<file path="src/rtl/hub75_scan_controller.sv">
// Row sequencer for one rotational slice of a HUB75 panel: fetch, shift,
// blank, latch and light each row-pair address in turn for a given theta.
module hub75_scan_controller #(
    parameter  int ROTATIONAL_RES = 1024,
    parameter  int SCAN_RATE      = 32,
    parameter  int BLANK_CYCLES   = 2,
    parameter  int ON_CYCLES      = 64,
    localparam int TW             = $clog2(ROTATIONAL_RES),
    localparam int AW             = $clog2(SCAN_RATE)
) (
    input  logic          clk_in,
    input  logic          rst_in,
    input  logic [TW-1:0] dtheta,
    output logic          fetch_req,
    output logic [AW-1:0] fetch_row,
    output logic [TW-1:0] fetch_theta,
    input  logic          fetch_valid,
    output logic          shift_valid,
    input  logic          shift_ready,
    input  logic          shift_done,
    output logic [AW-1:0] hub75_addr,
    output logic          hub75_latch,
    output logic          hub75_oe_n,
    output logic          frame_done,
    output logic          overrun
);

    localparam int OW = $clog2(ON_CYCLES + 1);
    localparam int BW = $clog2(BLANK_CYCLES + 1);

    localparam logic [OW-1:0] ON_LAST      = OW'(ON_CYCLES);
    localparam logic [BW-1:0] BLANK_LAST   = BW'(BLANK_CYCLES);
    localparam logic [BW-1:0] BLANK_PENULT = BW'(BLANK_CYCLES - 1);
    localparam logic [AW-1:0] ROW_LAST     = AW'(SCAN_RATE - 1);

    typedef enum logic [2:0] {
        IDLE,
        FETCH,
        SHIFT,
        WAIT_DONE,
        BLANK,
        LATCH,
        DISPLAY
    } state_e;

    state_e        state_q;
    logic [TW-1:0] theta_q;
    logic [AW-1:0] row_q;
    logic          first_q;
    logic          pending_q;
    logic [BW-1:0] blank_cnt_q;
    logic [OW-1:0] on_cnt_q;

    logic          fetch_req_q;
    logic [AW-1:0] fetch_row_q;
    logic [TW-1:0] fetch_theta_q;
    logic          shift_valid_q;
    logic [AW-1:0] hub75_addr_q;
    logic          hub75_latch_q;
    logic          hub75_oe_n_q;
    logic          frame_done_q;
    logic          overrun_q;

    logic          theta_changed_d;
    logic          start_d;
    logic          overrun_d;

    assign theta_changed_d = (dtheta != theta_q);
    assign start_d         = first_q | pending_q | theta_changed_d;
    // Only the first mid-scan change of a scan is flagged; later ones are folded into pending.
    assign overrun_d       = (state_q != IDLE) && theta_changed_d && !pending_q;

    always_ff @(posedge clk_in) begin
        if (rst_in) begin
            state_q       <= IDLE;
            theta_q       <= '0;
            row_q         <= '0;
            first_q       <= 1'b1;
            pending_q     <= 1'b0;
            blank_cnt_q   <= '0;
            on_cnt_q      <= '0;
            fetch_req_q   <= 1'b0;
            fetch_row_q   <= '0;
            fetch_theta_q <= '0;
            shift_valid_q <= 1'b0;
            hub75_addr_q  <= '0;
            hub75_latch_q <= 1'b0;
            hub75_oe_n_q  <= 1'b1;
            frame_done_q  <= 1'b0;
            overrun_q     <= 1'b0;
        end else begin
            // NOTE: pulse outputs default low each cycle; a later assignment in this block wins.
            frame_done_q <= 1'b0;
            overrun_q    <= overrun_d;
            if (overrun_d) begin
                pending_q <= 1'b1;
            end

            case (state_q)
                IDLE: begin
                    if (start_d) begin
                        theta_q       <= dtheta;
                        row_q         <= '0;
                        first_q       <= 1'b0;
                        pending_q     <= 1'b0;
                        fetch_req_q   <= 1'b1;
                        fetch_row_q   <= '0;
                        fetch_theta_q <= dtheta;
                        state_q       <= FETCH;
                    end
                end

                FETCH: begin
                    if (fetch_valid) begin
                        fetch_req_q   <= 1'b0;
                        shift_valid_q <= 1'b1;
                        state_q       <= SHIFT;
                    end
                end

                SHIFT: begin
                    if (shift_ready) begin
                        shift_valid_q <= 1'b0;
                        state_q       <= WAIT_DONE;
                    end
                end

                WAIT_DONE: begin
                    if (shift_done) begin
                        blank_cnt_q <= BW'(1);
                        if (BLANK_CYCLES == 1) begin
                            hub75_addr_q <= row_q;
                        end
                        state_q <= BLANK;
                    end
                end

                BLANK: begin
                    // The address moves on the last blank cycle, well clear of latch and OE.
                    if (blank_cnt_q == BLANK_LAST) begin
                        hub75_latch_q <= 1'b1;
                        state_q       <= LATCH;
                    end else begin
                        blank_cnt_q <= blank_cnt_q + BW'(1);
                        if (blank_cnt_q == BLANK_PENULT) begin
                            hub75_addr_q <= row_q;
                        end
                    end
                end

                LATCH: begin
                    hub75_latch_q <= 1'b0;
                    hub75_oe_n_q  <= 1'b0;
                    on_cnt_q      <= OW'(1);
                    state_q       <= DISPLAY;
                end

                DISPLAY: begin
                    if (on_cnt_q == ON_LAST) begin
                        hub75_oe_n_q <= 1'b1;
                        if (row_q == ROW_LAST) begin
                            frame_done_q <= 1'b1;
                            state_q      <= IDLE;
                        end else begin
                            row_q       <= row_q + AW'(1);
                            fetch_req_q <= 1'b1;
                            fetch_row_q <= row_q + AW'(1);
                            state_q     <= FETCH;
                        end
                    end else begin
                        on_cnt_q <= on_cnt_q + OW'(1);
                    end
                end

                default: begin
                    state_q <= IDLE;
                end
            endcase
        end
    end

    assign fetch_req   = fetch_req_q;
    assign fetch_row   = fetch_row_q;
    assign fetch_theta = fetch_theta_q;
    assign shift_valid = shift_valid_q;
    assign hub75_addr  = hub75_addr_q;
    assign hub75_latch = hub75_latch_q;
    assign hub75_oe_n  = hub75_oe_n_q;
    assign frame_done  = frame_done_q;
    assign overrun     = overrun_q;

endmodule

</file>
<file path="config.mk">
export PLATFORM = sky130hd
export DESIGN_NAME = hub75_scan_controller
export DESIGN_NICKNAME = d
export VERILOG_FILES = /design/src/rtl/hub75_scan_controller.sv
export SDC_FILE = /design/constraint.sdc
export NUM_CORES = 1
export LEC_CHECK = 0
export BUFFER_PORTS_ARGS = -buffer_cell sky130_fd_sc_hd__buf_2
export CORE_ASPECT_RATIO = 1.75
export CORE_MARGIN = 1
export CORE_UTILIZATION = 49
export CTS_BUF_LIST = sky130_fd_sc_hd__clkbuf_4
export DETAILED_ROUTE_END_ITERATION = 10
export PLACE_DENSITY = 0.73
export REMOVE_ABC_BUFFERS = 1
export SLEW_MARGIN = 5
export SYNTH_ARGS = -nofsm -noshare
export SYNTH_HDL_FRONTEND = slang
export SYNTH_SLANG_ARGS = --single-unit
</file>
<file path="constraint.sdc">
create_clock -name clk_in -period 3.1 [get_ports clk_in]
set_input_delay 0.155 -clock clk_in [delete_from_list [all_inputs] [get_ports clk_in]]
set_output_delay 0.155 -clock clk_in [all_outputs]
set_load 0.01 [all_outputs]
</file>
Word-level counts from Yosys, hierarchy flattened
Cells that the tools add are included.
Word-level totals
  flip-flop bits (word level): 40
  input bits: 15
  output and inout port bits: 26
  logic and storage cells: 97
Operators by class
  $add $sub $neg: 3
  equality and inequality tests: 20
  mux-type cells: 33
  bitwise gates (word level): 5
  reduce and logical (&&, ||, !) cells: 22
Operators with widths (number)
  $pmux W3 S7: 1
  $mux W3: 6
  $ne A2 B2 Y1 const B: 9
  $mux W5: 3
  $pmux W7 S2: 1
  $mux W1: 13
  $ne A10 B10 Y1: 1
  $pmux W5 S2: 1
  $reduce_bool A2 Y1: 5
  $eq A3 B3 Y1 const B: 3
  $reduce_and A3 Y1: 3
  $reduce_and A2 Y1: 4
  $add A7 B1 Y7 const B: 1
  $eq A7 B7 Y1 const B: 1
  $mux W7: 1
  $eq A3 B2 Y1 const B: 2
  $pmux W1 S2: 3
  $reduce_and A6 Y1: 1
  $reduce_bool A3 Y1: 2
  $add A5 B1 Y5 const B: 1
  $eq A5 B5 Y1 const B: 1
  $reduce_and A5 Y1: 1
  $mux W2: 2
  $pmux W2 S2: 1
  12 further kinds: 16

Logic depth before layout (Yosys ltp)
  depth in word-level cells: 6
  gate-level depth with buffers: 8
  mapped depth without buffers: 7

Worst setup path after synthesis
Ideal clock, no wire load.
  kind: reg2reg
  start point: register fetch_row[0] (netlist name)
  end point: register fetch_row_q[2], in the netlist fetch_row[2]
  setup time: 0.093 ns
  arrival: 1.820 ns
  data required time: 3.007 ns
  setup slack: 1.188 ns
  cell stages (with the launch flop): 8
  buffers on the path: 1
  clock period less this slack: 1.912 ns
  cell sequence: dfxtp_1 -> ha_1 -> and3_1 -> ha_1 -> and4bb_1 -> buf_4 -> or3b_2 -> o32ai_1
RTL lines
  end signal: assignment: line 167  | fetch_row_q <= row_q + AW'(1);
  end: declaration: line 55  | logic [AW-1:0] fetch_row_q;

Worst setup path after layout
  start point: register state_q[1]
  end point: register on_cnt_q[4]
Between the ends
  longest elaborated chain between the ends: 3
  elaborated cells between the ends (all ways): 6
  classes of those cells: eq/ne (3); mux (1); reduce/logical (2)
RTL lines
  start: declaration: line 46  | state_e state_q;
  start signal: assignment: line 75  | state_q <= IDLE;
  start signal: assignment: line 109  | state_q <= FETCH;
  start signal: assignment: line 117  | state_q <= SHIFT;
  $eq A3 B3 Y1: line 99  | case (state_q)
  $ne A2 B2 Y1 (no source line) or $reduce_bool A2 Y1 (tied branches)
  $reduce_and A2 Y1 (no source line)
  end signal: assignment: line 171  | on_cnt_q <= on_cnt_q + OW'(1);
  end: declaration: line 52  | logic [OW-1:0] on_cnt_q;
Several ways; a longest one is shown, not always the timed one.
A chain may end at the register's enable or synchronous reset.

==> results.sh <==
export IMPL_finalCritPeriodShare=0.682
export IMPL_synthCells=222
export IMPL_pwr_share_seq=0.557
export IMPL_rsz0062_at_grt="no"
export IMPL_p_comb_frac=0.191
export IMPL_grt_max_degree=53
export IMPL_r2r_cells=4
export IMPL_ir_drop_v=0.000420
export IMPL_post_dp_hpwl_mm=2.74
export IMPL_yosys_warnings=0
export IMPL_place_ws_ps=1030
export IMPL_start_util=0.512
export IMPL_drt_total_wl_mm=3.79
export IMPL_synth_edff_count=0
export IMPL_ys_flop_type="dfxtp_1"
export IMPL_layout_drive_gt1_share=0.232
export IMPL_power_switching_mw=0.331
export IMPL_antenna_left=0
export IMPL_synth_largest_area_cell="dfxtp_1"
export IMPL_hold_buffers=0
export IMPL_outcome="complete, no violations"
export IMPL_reg2reg_from="state_q[1]"
export IMPL_route_detailed_drc=0
export IMPL_path_clk_slew_ps=130
export IMPL_ys_ff_latch=40
export IMPL_tns_ps=0
export IMPL_cts_sinks=40
export IMPL_endpoint_kind="flip-flop"
export IMPL_slew_violations=0
export IMPL_design_area_um2=2270
export IMPL_grt_pass1_wl_mm=6.50
export IMPL_die_w_um=50.3
export IMPL_critPathMaxFanout=15
export IMPL_ios=41
export IMPL_finalWorstSetupSlack_ps=986
export IMPL_clockRootBuffer="clkbuf_4"
export IMPL_dpl_cell_count=299
export IMPL_regToRegSetupSlack_ps=990
export IMPL_rows=30
export IMPL_postCtsSetupBuffers=0
export IMPL_syn_cell_area_um2=2000
export IMPL_cpPeakStageDelay_ps=650
export IMPL_syn_to_final_growth_pct=13.5
export IMPL_max_cap_violations=0
export IMPL_gp_congestion=0.778
export IMPL_vias=1665
export IMPL_crit_start="state_q[1]"
export IMPL_yosysMostFrequentCell="dfxtp_1"
export IMPL_cts_tree="yes"
export IMPL_n_fill_cell=383
export IMPL_cts_resized=0
export IMPL_power_density_nw_per_um2=467
export IMPL_ys_types=49
export IMPL_hold_path_class="in2reg"
export IMPL_finalSetupViolations=0
export IMPL_nets=279
export IMPL_dr_first_iter_drc_count=35
export IMPL_max_slew_margin_rel=0.443
export IMPL_clkPwrFrac=0.252
export IMPL_fmax_mhz=473
export IMPL_drtPass1Iterations=5
export IMPL_synth_area_top_cells="dfxtp_1 40%, mux2i_1 5.5%, a21oi_1 4.3%, ha_1 3.8%, nand2_1 3.6%"
export IMPL_fin_cells=307
export IMPL_crit_required_ps=3380
export IMPL_cts_buffers_inserted=5
export IMPL_die_area_um2=4350
export IMPL_synth_seq_area_share=0.401
export IMPL_utilization=0.581
export IMPL_critical_path_class="reg2reg"
export IMPL_wl_per_cell_um=12.4
export IMPL_clock_skew_ps=13.8
export IMPL_multi_input_area_um2=1090
export IMPL_p_leak_nw=0.950
export IMPL_gr_total_overflow=0
export IMPL_arrival_ps=2390
export IMPL_async_reset_ff_frac=0
export IMPL_antenna_found_initial=0
export IMPL_grt_pass1_vias=1574
export IMPL_tightest_slew_ps=836
export IMPL_clockBufferDepth=2
export IMPL_synthTopCellsByCount="40 x dfxtp_1, 19 x nand2_1, 17 x a21oi_1"
export IMPL_r2r_end="on_cnt_q[4]"
export IMPL_ff_latch_area_um2=801
export IMPL_viasPerCell=5.42
export IMPL_clock_latency_ps=350
export IMPL_synth_top_cell_area_share=0.401
export IMPL_crit_slowest_cell="a21oi_1"
export IMPL_die_h_um=86.5
export IMPL_diodes=0
export IMPL_crit_chain="nand3b_1 > a21oi_1 > a41oi_1 > a211oi_1"
export IMPL_switching_share=0.313
export IMPL_grt_usage=0.194
export IMPL_fin_hold_ws_ps=25.0
export IMPL_syn_avg_cell_area_um2=9.00
export IMPL_setup_worst_path_end="on_cnt_q[4]"
export IMPL_dpl_cell_area_um2=2210
export IMPL_portBuffers=40
export IMPL_cp_start_kind="flip-flop"
export IMPL_p_int_mw=0.728
export IMPL_htree_levels=2
export IMPL_period_needed_ps=2110
export IMPL_total_power_mw=1.06
export IMPL_hold_violations=0
export IMPL_core_area_um2=3900
==> final cells by class <==
type                            instances  area share
Sequential cell                        40       0.353
Clock buffer                            5      0.0166
Inverter                               11      0.0182
Multi-Input combinational cell        158       0.482
Timing Repair Buffer                   42      0.0949
Tap cell                               48      0.0265
Clock inverter                          3     0.00828
==> how the worst min path moves through the flow <==
stage | startpoint | endpoint | cells after the start
2_1_floorplan | rst_in | fetch_theta[2] | 1
3_3_place_gp | shift_ready | shift_valid | 2
3_5_place_dp | shift_ready | shift_valid | 2
4_1_cts | shift_ready | shift_valid | 2
5_1_grt | shift_ready | shift_valid | 2
6_report | shift_ready | shift_valid | 2
==> worst max-delay path: cells and delay by family, from the launching register on <==
kind / cells / cell delay, ps
compound gates: 3 / 1100
flops: 1 / 620
simple gates: 1 / 320
==> cell usage in the layout (no fill, tap or decap), types with 3 or more instances in the layout <==
cell	netlist	layout
xnor2_1	4	4
xor2_1	8	8
nor2_1	14	14
inv_1	11	11
a211oi_1	4	4
nand2_1	19	19
clkbuf_4	0	5
o21ai_0	5	5
ha_1	6	6
a21oi_1	17	17
mux2_2	3	3
mux2i_1	11	11
nor3_1	9	9
buf_2	2	40
nand3_1	4	4
nand2b_1	10	10
dfxtp_1	40	40
nand3b_1	6	6
==> metal layers <==
metal | track usage | vias up | share of wire
met3 | 0.0491 | 5 | 0.041
met2 | 0.358 | 41 | 0.55
met5 | 0 | - | 0
met1 | 0.202 | 768 | 0.40
met4 | 0.0753 | 0 | 0.016
li1 | - | 851 | -
==> flip-flops by register name, indices dropped and copies added (netlist names) <==
signal       flops
fetch_theta     10
on_cnt_q         7
fetch_row        5
hub75_addr       5
state_q          3
blank_cnt_q      2
fetch_req        1
first_q          1
frame_done       1
hub75_latch      1
hub75_oe_n       1
overrun          1
pending_q        1
shift_valid      1
==> logic make-up (layout without fill, tap and decap cells) <==
| family | after synthesis | after routing | share of synthesized area |
|---|---|---|---|
| buffers and inverters | 24 | 61 | 0.0520 |
| flip-flops | 40 | 40 | 0.401 |
| adder cells (fa/ha/maj) | 6 | 6 | 0.0376 |
| XOR/XNOR | 12 | 12 | 0.0526 |
| AND/OR/NAND/NOR | 87 | 87 | 0.257 |
| multiplexers | 14 | 14 | 0.0720 |
| AO/OA/AOI/OAI | 39 | 39 | 0.128 |
==> power by group through the flow <==
stage | Clock, mW | Combinational, mW | Sequential, mW
global route | 0.292 | 0.225 | 0.596
CTS | 0.276 | 0.206 | 0.589
floorplan | 0 | 0.117 | 0.607
finish | 0.267 | 0.203 | 0.589
global placement | 0 | 0.203 | 0.601
detailed placement | 0 | 0.205 | 0.601
Note: power is estimated with default switching activity, not from simulation.
